**config.mk**
```make
export PLATFORM = sky130hd
export DESIGN_NAME = key_scan
export DESIGN_NICKNAME = d
export VERILOG_FILES = /design/src/rtl/key_scan_pkg.sv /design/src/rtl/key_scan_sync.sv /design/src/rtl/key_scan.sv
export SDC_FILE = /design/constraint.sdc
export NUM_CORES = 1
export LEC_CHECK = 0
export ABC_AREA = 1
export CAP_MARGIN = 20
export CORE_ASPECT_RATIO = 1.1
export CORE_MARGIN = 2
export CORE_UTILIZATION = 40
export DETAILED_ROUTE_END_ITERATION = 8
export HOLD_SLACK_MARGIN = 0.15
export MAX_ROUTING_LAYER = met4
export PLACE_DENSITY_LB_ADDON = 0.1
export RECOVER_POWER = 25
export SLEW_MARGIN = 15
export SYNTH_ARGS = -nofsm -noshare
export SYNTH_HDL_FRONTEND = slang
export SYNTH_SLANG_ARGS = --single-unit
```
**constraint.sdc**
```tcl
create_clock -name clock -period 7.9 [get_ports clock]
set_input_delay 0.79 -clock clock [delete_from_list [all_inputs] [get_ports clock]]
set_output_delay 0.79 -clock clock [all_outputs]
set_load 0.01 [all_outputs]
```
**src/rtl/key_scan_pkg.sv**
```systemverilog
// Shared definitions for the keypad scanner: matrix geometry, FSM states,
// and the {valid, code} key-state encoding where valid = 0 means NONE.
package key_scan_pkg;

    localparam int NUM_ROWS = 4;
    localparam int NUM_COLS = 4;
    localparam int KEY_W    = 4;

    typedef enum logic {
        ST_SCAN = 1'b0,
        ST_EVAL = 1'b1
    } scan_state_t;

    typedef struct packed {
        logic             valid;
        logic [KEY_W-1:0] code;
    } key_state_t;

    localparam key_state_t KEY_NONE = '{valid: 1'b0, code: '0};

    // NONE always carries code 0 so that key states compare with plain ==.
    function automatic key_state_t decode_hits(
        input logic [NUM_COLS-1:0][NUM_ROWS-1:0] hit
    );
        key_state_t  res;
        int unsigned cnt;
        res = KEY_NONE;
        cnt = 0;
        for (int unsigned c = 0; c < NUM_COLS; c++) begin
            for (int unsigned r = 0; r < NUM_ROWS; r++) begin
                if (hit[c][r]) begin
                    cnt++;
                    res.code = KEY_W'(r * NUM_COLS + c);
                end
            end
        end
        res.valid = (cnt == 1);
        if (cnt != 1) begin
            res.code = '0;
        end
        return res;
    endfunction

endpackage

```
**src/rtl/key_scan_sync.sv**
```systemverilog
// Parameterised-width 2-flop synchronizer, resetting to all-ones so that
// idle active-low inputs read as released.
module key_sync #(
    parameter int WIDTH = 4
) (
    input  logic             clock,
    input  logic             reset_n,
    input  logic [WIDTH-1:0] d,
    output logic [WIDTH-1:0] q
);

    logic [WIDTH-1:0] meta;

    always_ff @(posedge clock or negedge reset_n) begin
        if (!reset_n) begin
            meta <= '1;
            q    <= '1;
        end else begin
            meta <= d;
            q    <= meta;
        end
    end

endmodule

```
**src/rtl/key_scan.sv**
```systemverilog
// 4x4 keypad scanner: drives active-low column selects, samples the rows at
// each column's terminal count, and debounces whole-scan results into key events.
import key_scan_pkg::*;

module key_scan #(
    parameter int SCAN_DIV       = 100000,
    parameter int DEBOUNCE_SCANS = 4
) (
    input  logic       clock,
    input  logic       reset_n,
    input  logic [3:0] row_n,
    output logic [3:0] col_n,
    output logic [3:0] key_code,
    output logic       key_valid,
    output logic       key_held
);

    localparam int DIV_W = $clog2(SCAN_DIV);
    localparam int CNT_W = 4;

    logic [NUM_ROWS-1:0]               rows_s;
    logic [DIV_W-1:0]                  div_cnt;
    logic [1:0]                        col;
    logic [NUM_COLS-1:0][NUM_ROWS-1:0] hit;
    logic                              col_last;
    scan_state_t                       state, state_nxt;
    key_state_t                        candidate, debounced, scan_res;
    logic [CNT_W-1:0]                  stable_cnt, cnt_nxt;
    logic                              accept;

    key_sync #(.WIDTH(NUM_ROWS)) u_row_sync (
        .clock   (clock),
        .reset_n (reset_n),
        .d       (row_n),
        .q       (rows_s)
    );

    assign col_last = (div_cnt == DIV_W'(SCAN_DIV - 1));
    assign col_n    = ~(4'b0001 << col);
    assign key_held = debounced.valid;

    always_ff @(posedge clock or negedge reset_n) begin
        if (!reset_n) begin
            div_cnt <= '0;
            col     <= '0;
            hit     <= '0;
        end else if (col_last) begin
            div_cnt  <= '0;
            hit[col] <= ~rows_s;
            col      <= col + 2'd1;
        end else begin
            div_cnt <= div_cnt + 1'b1;
        end
    end

    always_ff @(posedge clock or negedge reset_n) begin
        if (!reset_n) begin
            state <= ST_SCAN;
        end else begin
            state <= state_nxt;
        end
    end

    always_comb begin
        state_nxt = state;
        case (state)
            ST_SCAN: if (col_last && col == 2'd3) state_nxt = ST_EVAL;
            ST_EVAL: state_nxt = ST_SCAN;
            default: state_nxt = ST_SCAN;
        endcase
    end

    // The new candidate is always the scan result; only the count depends on a match.
    always_comb begin
        scan_res = decode_hits(hit);
        if (scan_res == candidate) begin
            cnt_nxt = (stable_cnt == CNT_W'(DEBOUNCE_SCANS)) ? stable_cnt
                                                              : stable_cnt + 1'b1;
        end else begin
            cnt_nxt = CNT_W'(1);
        end
        accept = (cnt_nxt == CNT_W'(DEBOUNCE_SCANS)) && (scan_res != debounced);
    end

    always_ff @(posedge clock or negedge reset_n) begin
        if (!reset_n) begin
            candidate  <= KEY_NONE;
            debounced  <= KEY_NONE;
            stable_cnt <= '0;
            key_code   <= '0;
            key_valid  <= 1'b0;
        end else begin
            key_valid <= 1'b0;
            if (state == ST_EVAL) begin
                candidate  <= scan_res;
                stable_cnt <= cnt_nxt;
                if (accept) begin
                    debounced <= scan_res;
                    if (scan_res.valid) begin
                        key_code  <= scan_res.code;
                        key_valid <= 1'b1;
                    end
                end
            end
        end
    end

endmodule

```
# [Yosys cells after proc, flatten, opt, wreduce, memory -nomap -nowiden]
# Cells that the tools add are included.
[word_totals] output_inout_bits=10 reg_bits=63 in_bits=6 elab_cells=96
[op_classes] reduce_logical=5 bitwise_logic=3 n_lt_le_gt_ge=2 n_eq_ne=8 n_addsub=18 muxes=43 n_shift=1
[op_table] cell="adder 32 x 1 -> 32 bit (second input constant)" count=15
[op_table] cell="two-way mux 32 bit" count=15
[op_table] cell="two-way mux 4 bit" count=18
[op_table] cell="== test 32 x 1 -> 1 bit (second input constant)" count=1
[op_table] cell="!= test 32 x 1 -> 1 bit (second input constant)" count=1
[op_table] cell="adder 17 x 1 -> 17 bit (second input constant)" count=1
[op_table] cell="== test 17 bit (second input constant)" count=1
[op_table] cell="two-way mux 17 bit" count=1
[op_table] cell="bitwise mux 16 bit" count=1
[op_table] cell="demux 4 bit (select 2 bit)" count=1
[op_table] cell="== test 4 x 3 -> 1 bit (second input constant)" count=2
[op_table] cell="NOT 4 bit" count=2
[op_table] cell="== test 5 bit" count=1
[op_table] cell="two-way mux 1 bit" count=5
[op_table] cell="!= test 5 bit" count=1
[op_table] cell="adder 4 x 1 -> 4 bit (second input constant)" count=1
[op_table] cell="left shift 1 x 2 -> 4 bit (first input constant)" count=1
[op_table] cell="logical AND 1 bit" count=3
[op_table] cell="less-than comparator 2 x 3 -> 1 bit (second input constant)" count=1
[op_table] cell="two-way mux 3 bit" count=1
[op_table] cell="AND reduction 3 bit" count=1
[op_table] cell="adder 2 x 1 -> 2 bit (second input constant)" count=1
[op_table] cell="== test 2 bit (second input constant)" count=1
[op_table] cell="greater-or-equal comparator 2 x 1 -> 1 bit (second input constant)" count=1
[op_table] cell="3 further kinds" count=3

# [Longest topological paths before layout]
[logic_depth] ltp_word=39 depth_mapped=64 depth_no_buf=64

# [Modules after synthesis]
# Synthesis repeated with hierarchy kept, for this count alone.
[unflattened] hier_cells=753 area_unflattened_um2=4962.3
[by_module_without_submodules] module="key_scan" cells_per_inst=745 instances=1 area_each_um2=4752.1 seq_area_each_um2=1376.3
[by_module_without_submodules] module="key_sync" cells_per_inst=8 instances=1 area_each_um2=210.2 seq_area_each_um2=210.2

# [Worst setup path after synthesis]
# OpenSTA, ideal clock, no wires.
[synth_path] kind="reg2reg" from="register hit[0] in the netlist's numbering" to="register debounced, in the netlist key_held" t_arrival_ns=8.220 stages_incl_launch_ff=60 setup_time_ns=0.118 synth_period_minus_slack_ns=8.338 slack_ns=-0.438 n_path_buf=0 required_ns=7.782 cell_sequence="dfrtp_1 > inv_1 > ha_1 > inv_1 > nand2_2 > nand2_2 > inv_1 > ha_1 > nand2_1 > nand2_1 > ha_1 > or2_1 > nand2_1 > inv_1 > ha_1 > nand2_1 > nand2_1 > ha_1 > [... 24 more ...] > ha_1 > nand2_1 > o21ai_0 > ha_1 > o21ai_0 > o21ai_0 > a21oi_1 > nand3_2 > nor2_8 > nand3_2 > nand2_2 > nand2_4 > nor2_8 > nand3_4 > nor3_4 > nand2_2 > nand2_1 > nand2_1"
[synth_between] elab_chain_len=38 word_cells_on_any_way=40 classes_between="15 x add/sub; 5 x eq/ne; 18 x mux; 2 x reduce/logical"
[synth_rtl] item="start, declared" line="key_scan.sv:24" source="logic [NUM_COLS-1:0][NUM_ROWS-1:0] hit;"
[synth_rtl] item="start signal, assigned by index" line="key_scan.sv:49" source="hit[col] <= ~rows_s;"
[synth_rtl] item="two-way mux 1 bit (*)" line="key_scan_pkg.sv:31" source="if (hit[c][r]) begin"
[synth_rtl] item="adder 32 x 1 -> 32 bit" line="key_scan_pkg.sv:32" source="cnt++;"
[synth_rtl] item="two-way mux 32 bit (*)" line="key_scan_pkg.sv:31"
[synth_rtl] item="adder 32 x 1 -> 32 bit" line="key_scan_pkg.sv:32"
[synth_rtl] item="two-way mux 32 bit (*)" line="key_scan_pkg.sv:31"
[synth_rtl] item="adder 32 x 1 -> 32 bit" line="key_scan_pkg.sv:32"
[synth_rtl] item="two-way mux 32 bit (*)" line="key_scan_pkg.sv:31"
[synth_rtl] item="adder 32 x 1 -> 32 bit" line="key_scan_pkg.sv:32"
[synth_rtl] item="[... 22 more ...]"
[synth_rtl] item="two-way mux 32 bit (*)" line="key_scan_pkg.sv:31"
[synth_rtl] item="!= test 32 x 1 -> 1 bit" line="key_scan_pkg.sv:38" source="if (cnt != 1) begin"
[synth_rtl] item="two-way mux 4 bit" line="key_scan_pkg.sv:38"
[synth_rtl] item="== test 5 bit" line="key_scan.sv:76" source="if (scan_res == candidate) begin"
[synth_rtl] item="two-way mux 4 bit" line="key_scan.sv:76"
[synth_rtl] item="== test 4 x 3 -> 1 bit" line="key_scan.sv:82" source="accept = (cnt_nxt == CNT_W'(DEBOUNCE_SCANS)) && (scan_res != debounced);"
[synth_rtl] item="logical AND 1 bit" line="key_scan.sv:82"
[synth_rtl] item="AND reduction 2 bit (no line)"
[synth_rtl] item="end signal, assigned" line="key_scan.sv:98" source="debounced <= scan_res;"
[synth_rtl] item="end, declared" line="key_scan.sv:27" source="key_state_t candidate, debounced, scan_res;"
# Every way passes the cells marked *; elsewhere a longest branch is shown, timed or not.
# A chain may end at the register's enable or synchronous reset.

# [Worst setup path in the final report]
[layout_path] from="register hit[1] in the netlist's numbering" to="register debounced[2] in the netlist's numbering"
[layout_between] elab_chain_len=36 word_cells_on_any_way=53 classes_between="14 x add/sub; 5 x eq/ne; 32 x mux; 2 x reduce/logical"
[layout_rtl] item="two-way mux 32 bit" line="key_scan_pkg.sv:31"
[layout_rtl] item="adder 32 x 1 -> 32 bit" line="key_scan_pkg.sv:32"
[layout_rtl] item="two-way mux 32 bit" line="key_scan_pkg.sv:31"
[layout_rtl] item="adder 32 x 1 -> 32 bit" line="key_scan_pkg.sv:32"
[layout_rtl] item="two-way mux 32 bit" line="key_scan_pkg.sv:31"
[layout_rtl] item="adder 32 x 1 -> 32 bit" line="key_scan_pkg.sv:32"
[layout_rtl] item="two-way mux 32 bit" line="key_scan_pkg.sv:31"
[layout_rtl] item="adder 32 x 1 -> 32 bit" line="key_scan_pkg.sv:32"
[layout_rtl] item="[... 20 more ...]"
[layout_rtl] item="two-way mux 32 bit" line="key_scan_pkg.sv:31"
[layout_rtl] item="!= test 32 x 1 -> 1 bit" line="key_scan_pkg.sv:38"
[layout_rtl] item="two-way mux 4 bit" line="key_scan_pkg.sv:38"
[layout_rtl] item="== test 5 bit" line="key_scan.sv:76"
[layout_rtl] item="two-way mux 4 bit" line="key_scan.sv:76"
[layout_rtl] item="== test 4 x 3 -> 1 bit" line="key_scan.sv:82"
[layout_rtl] item="logical AND 1 bit" line="key_scan.sv:82"
[layout_rtl] item="AND reduction 2 bit (no line)"
# Several ways; a longest one is shown, not always the timed one.

==> results.txt <==
- The run finished, with violations left.
* Violated checks: capacitance limit, slew limit, setup timing
- Die ar.: between 10000 and 15000 sq um
- In this run the biggest area consumer among cell types represents roughly 28% of the synthesized area.
- Maximum clock rate: about 120 MHz
- Worst path setup slack after routing: -0.439 ns
- At the later pin of the worst-skew pair, clock insertion delay measures 0.33 ns.
- In the final layout, the multi-input gates occupy between 3000 and 4000 sq um.
- Detailed placement HPWL: 7940 um
- Starting density of the core: 40.9%
- Post-layout total power: 0.000755 W
- Required arrival time at the worst endpoint: 8.11 ns
* Prevailing post-synth register cell: sky130_fd_sc_hd__dfrtp_1
* Area added between synthesis and finish: 53.3%
- From left edge to right edge, the die measures approximately 110 um.
* Async set-or-reset flop fraction in the synthesized netlist: 100%
* Tightest slew margin relative to the limit: -115%
* Buffers and inverters on the worst path: 24
- Pin count of the biggest net entering global routing: 64
- The filler cells instantiated in the layout total 976.
- The largest single stage delay on the critical path is 0.40 ns.
- RSZ-0062 raised after global routing: yes
- Crit Path Category: reg -> reg
* Number of global-route vias before repair: 5259
- Across the VDD grid, the largest voltage drop is 0.000157 V.
- Kind of capture point of the worst setup path: register
- Power per unit of standard cell area: 99.9 nW/um^2
- The first global-routing pass estimated 23300 um of wire.
* Detailed-route DRC error count: 0
- The floorplan has 42 rows.
- The commonest cells after synthesis are sky130_fd_sc_hd__nand2_1 (207), sky130_fd_sc_hd__inv_1 (122), sky130_fd_sc_hd__nor2_1 (60).
* Leading area contributor after synthesis: sky130_fd_sc_hd__dfrtp_1
* Clk sink count: 63
- The analysis attributes to net switching a power of 0.000150 W.
- The share of total power dissipated in combinational logic is 1.0%.
* Relative contribution of the clock network to total power: 55.4%
- Power Internal: 0.000605 W
- Routed length per placed instance: 14.1 um
- Most frequent CP cell: sky130_fd_sc_hd__nand2_4
* I/O pin count: 16
- Post-Syn Nets: ~750
- In this run, synthesis inferred 0 flip-flops with an integrated enable.
* Number of warnings issued by yosys: 0
- Clock tree from TritonCTS: done
- In this run the clock root is driven by a sky130_fd_sc_hd__clkbuf_16.
- Register Area: 1590 sq um
- Summed negative setup slack over all endpoints: -5.17 ns
- Dividing the detail-routed via count by the number of cells gives around 5.
* Number of buffers inserted by hold repair at cts: 0
- The cell family contributing the most delay on the critical path is simple AND/OR/NAND/NOR gates.
* Least-Margin Pin Slew: between 3 and 4 ns
* Proportion of power drawn by flip-flops and latches: between 40% and 50%
* Final ANT Viol Nets: 0
- Final hold vios: 0
- The final critical path takes up 106% of the cycle.
- Core region area: 12000 sq um
* Library cell with the highest instance count after synthesis: sky130_fd_sc_hd__nand2_1
- For the final database, setup skew stands at 0.00462 ns.
- Pins over their slew limit: 64
* Antenna violations before repair: 0
- Unique masters post-synth: between 40 and 50
* Clk slew on worst S/H paths: roughly 0.05 ns
- Class of the tightest hold or removal check: reg -> reg
- Number of buffers added by the clock tree synthesis step: 9
* Synth Register Bits: 63
- After layout, the minimum clock period comes to ~8.3 ns.
- The total overflow left after global routing is 0.
* Mapped Cells: about 720
* Router iterations before antenna repair: 5
- The floorplan step set the die height to about 120 um.
- Summed over all layers, the routed wires come to 14700 um.
- Final core utilization: 62.7%
- Part of the Yosys area used for sequential elements: 32.2%
* Net switching share of the total power: between 10% and 20%
- Number of violations reported at the end of detailed-routing iteration 0: 260
- Post-Synthesis Cell Area: slightly below 5000 sq um
* Fraction of layout instances using a drive strength above 1: 42.4%
- Number of input and output port buffers inserted: 15
- The H-tree generated during clock tree synthesis spans 3 levels.
* Mean Syn Cell Area: about 6.8 sq um
* Number of buffers on the longest clock path: 2
- Across every metal layer, demand over resource in global routing totals 22.6%.
* Critical path's slowest cell: sky130_fd_sc_hd__dfrtp_1
- At the end of routability-driven placement, the weighted congestion stood at a little under 0.8.
* Leakage component of the power: 3.85 nW
- The tool flagged a number of max-cap violations equal to 1.
* Total inserted antenna cells: 0
- The routed layout has 5243 vias.
* Maximum net fanout on the critical path: 5
* Final number of setup-violating endpoints: 14
- In the final design database the tool counted slightly above 900 nets.
- Post-route worst hold slack: between 0.3 and 0.4 ns
* Arrival time worst endpoint: 8.55 ns
- STA classifies the critical path startpoint as a register.
- Sorting the synthesized cells by area gives the leading types as sky130_fd_sc_hd__dfrtp_1 (28%), sky130_fd_sc_hd__nand2_1 (16%), sky130_fd_sc_hd__inv_1 (9.3%), sky130_fd_sc_hd__nand3_1 (5.8%), sky130_fd_sc_hd__ha_1 (5.6%).
==> state kept, by name, indices dropped and copies added, names as in the netlist <==
| name | count |
|---|---|
| div_cnt | 17 |
| hit | 16 |
| candidate | 5 |
| debounced | 4 |
| key_code | 4 |
| stable_cnt | 4 |
| u_row_sync.meta | 4 |
| u_row_sync.q | 4 |
| col | 2 |
| key_held | 1 |
| key_valid | 1 |
| state | 1 |
==> cells in the final DEF, fill, tap and decap left out, types with 5 or more instances in the layout <==
cell type,count
sky130_fd_sc_hd__xor2_1,6
sky130_fd_sc_hd__nand3b_1,6
sky130_fd_sc_hd__nand3_4,16
sky130_fd_sc_hd__nor3_1,5
sky130_fd_sc_hd__nor2_4,13
sky130_fd_sc_hd__buf_4,127
sky130_fd_sc_hd__inv_1,108
sky130_fd_sc_hd__nand2_4,49
sky130_fd_sc_hd__clkdlybuf4s50_1,10
sky130_fd_sc_hd__a21oi_1,12
sky130_fd_sc_hd__buf_6,11
sky130_fd_sc_hd__nand3_2,21
sky130_fd_sc_hd__nand2_1,143
sky130_fd_sc_hd__nor2_2,12
sky130_fd_sc_hd__dfrtp_1,55
sky130_fd_sc_hd__nand4_1,11
sky130_fd_sc_hd__dfstp_2,8
sky130_fd_sc_hd__o21ai_0,32
sky130_fd_sc_hd__nand2_2,56
sky130_fd_sc_hd__inv_2,17
sky130_fd_sc_hd__clkbuf_16,9
sky130_fd_sc_hd__ha_1,8
sky130_fd_sc_hd__ha_4,13
sky130_fd_sc_hd__nand3_1,43
sky130_fd_sc_hd__nor2_1,44
==> layout make-up <==
cell class | instances | area share, %
clock buffers | 9 | 2.98
clock inverters | 7 | 1.26
inverters | 127 | 6.38
multi-input cells | 532 | 49.6
flip-flops and latches | 63 | 21.0
well taps | 154 | 2.55
repair buffers | 154 | 16.2
==> through the flow <==
step / std cells / worst slack (ns) / cell area, sq um
after floorplan: 724 / -0.237 / 4970
after global placement: 923 / -0.349 / 5550
after detailed placement: 923 / -0.645 / 5550
after CTS: 1046 / -0.374 / 6730
after global routing: 1046 / -0.826 / 7550
final: 1046 / -0.439 / 7550
==> final timing paths <==
path                       slack (ns)  cells past startpoint              end                from
max                             -0.44                     70     debounced[2]              hit[1]
min                              0.35                      0  u_row_sync.q[0]  u_row_sync.meta[0]
max reg2reg                     -0.44                     70     debounced[2]              hit[1]
min reg2reg                      0.35                      0  u_row_sync.q[0]  u_row_sync.meta[0]
max in group asynchronous        4.44                      2           hit[0]             reset_n
min in group asynchronous        1.64                      2    stable_cnt[2]             reset_n
==> kinds of logic (layout without fill, tap and decap cells) <==
| logic type | after synthesis | count (layout) | synth area share, % |
|---|---|---|---|
| flip-flops | 63 | 63 | 32.2 |
| AO/OA/AOI/OAI | 65 | 65 | 7.29 |
| buffers and inverters | 131 | 297 | 10.0 |
| AND/OR/NAND/NOR | 436 | 438 | 43.6 |
| adder cells (fa/ha/maj) | 22 | 22 | 5.59 |
| XOR/XNOR | 7 | 7 | 1.24 |
==> metal layers <==
layer	vias up	track usage, %	part of all wire (%)
li1	2621	-	-
met1	2448	26.2	41
met2	118	37.9	52
met3	56	3.34	3.2
met4	0	10.8	4.0
met5	-	-	0
==> power by group through the flow <==
| stage | Sequential [W] | Combinational, W | Clock [W] |
|---|---|---|---|
| CTS | 0.000328 | 0.00000906 | 0.000429 |
| finish | 0.000328 | 0.00000780 | 0.000418 |
| global route | 0.000328 | 0.00000940 | 0.000443 |
| floorplan | 0.000333 | 0.00000000356 | 0 |
| global placement | 0.000334 | 0.00000908 | 0 |
| detailed placement | 0.000334 | 0.00000913 | 0 |
==> repair_timing <==
item / 4_1_cts / 5_1_grt
setup endpoints to repair: 15 / 19
gates cloned: 1 / 1
buffers inserted: 106 / 11
gates resized for setup: 13 / 194
pin swaps: 22 / 102
Note: power is estimated with default switching activity, not from simulation.
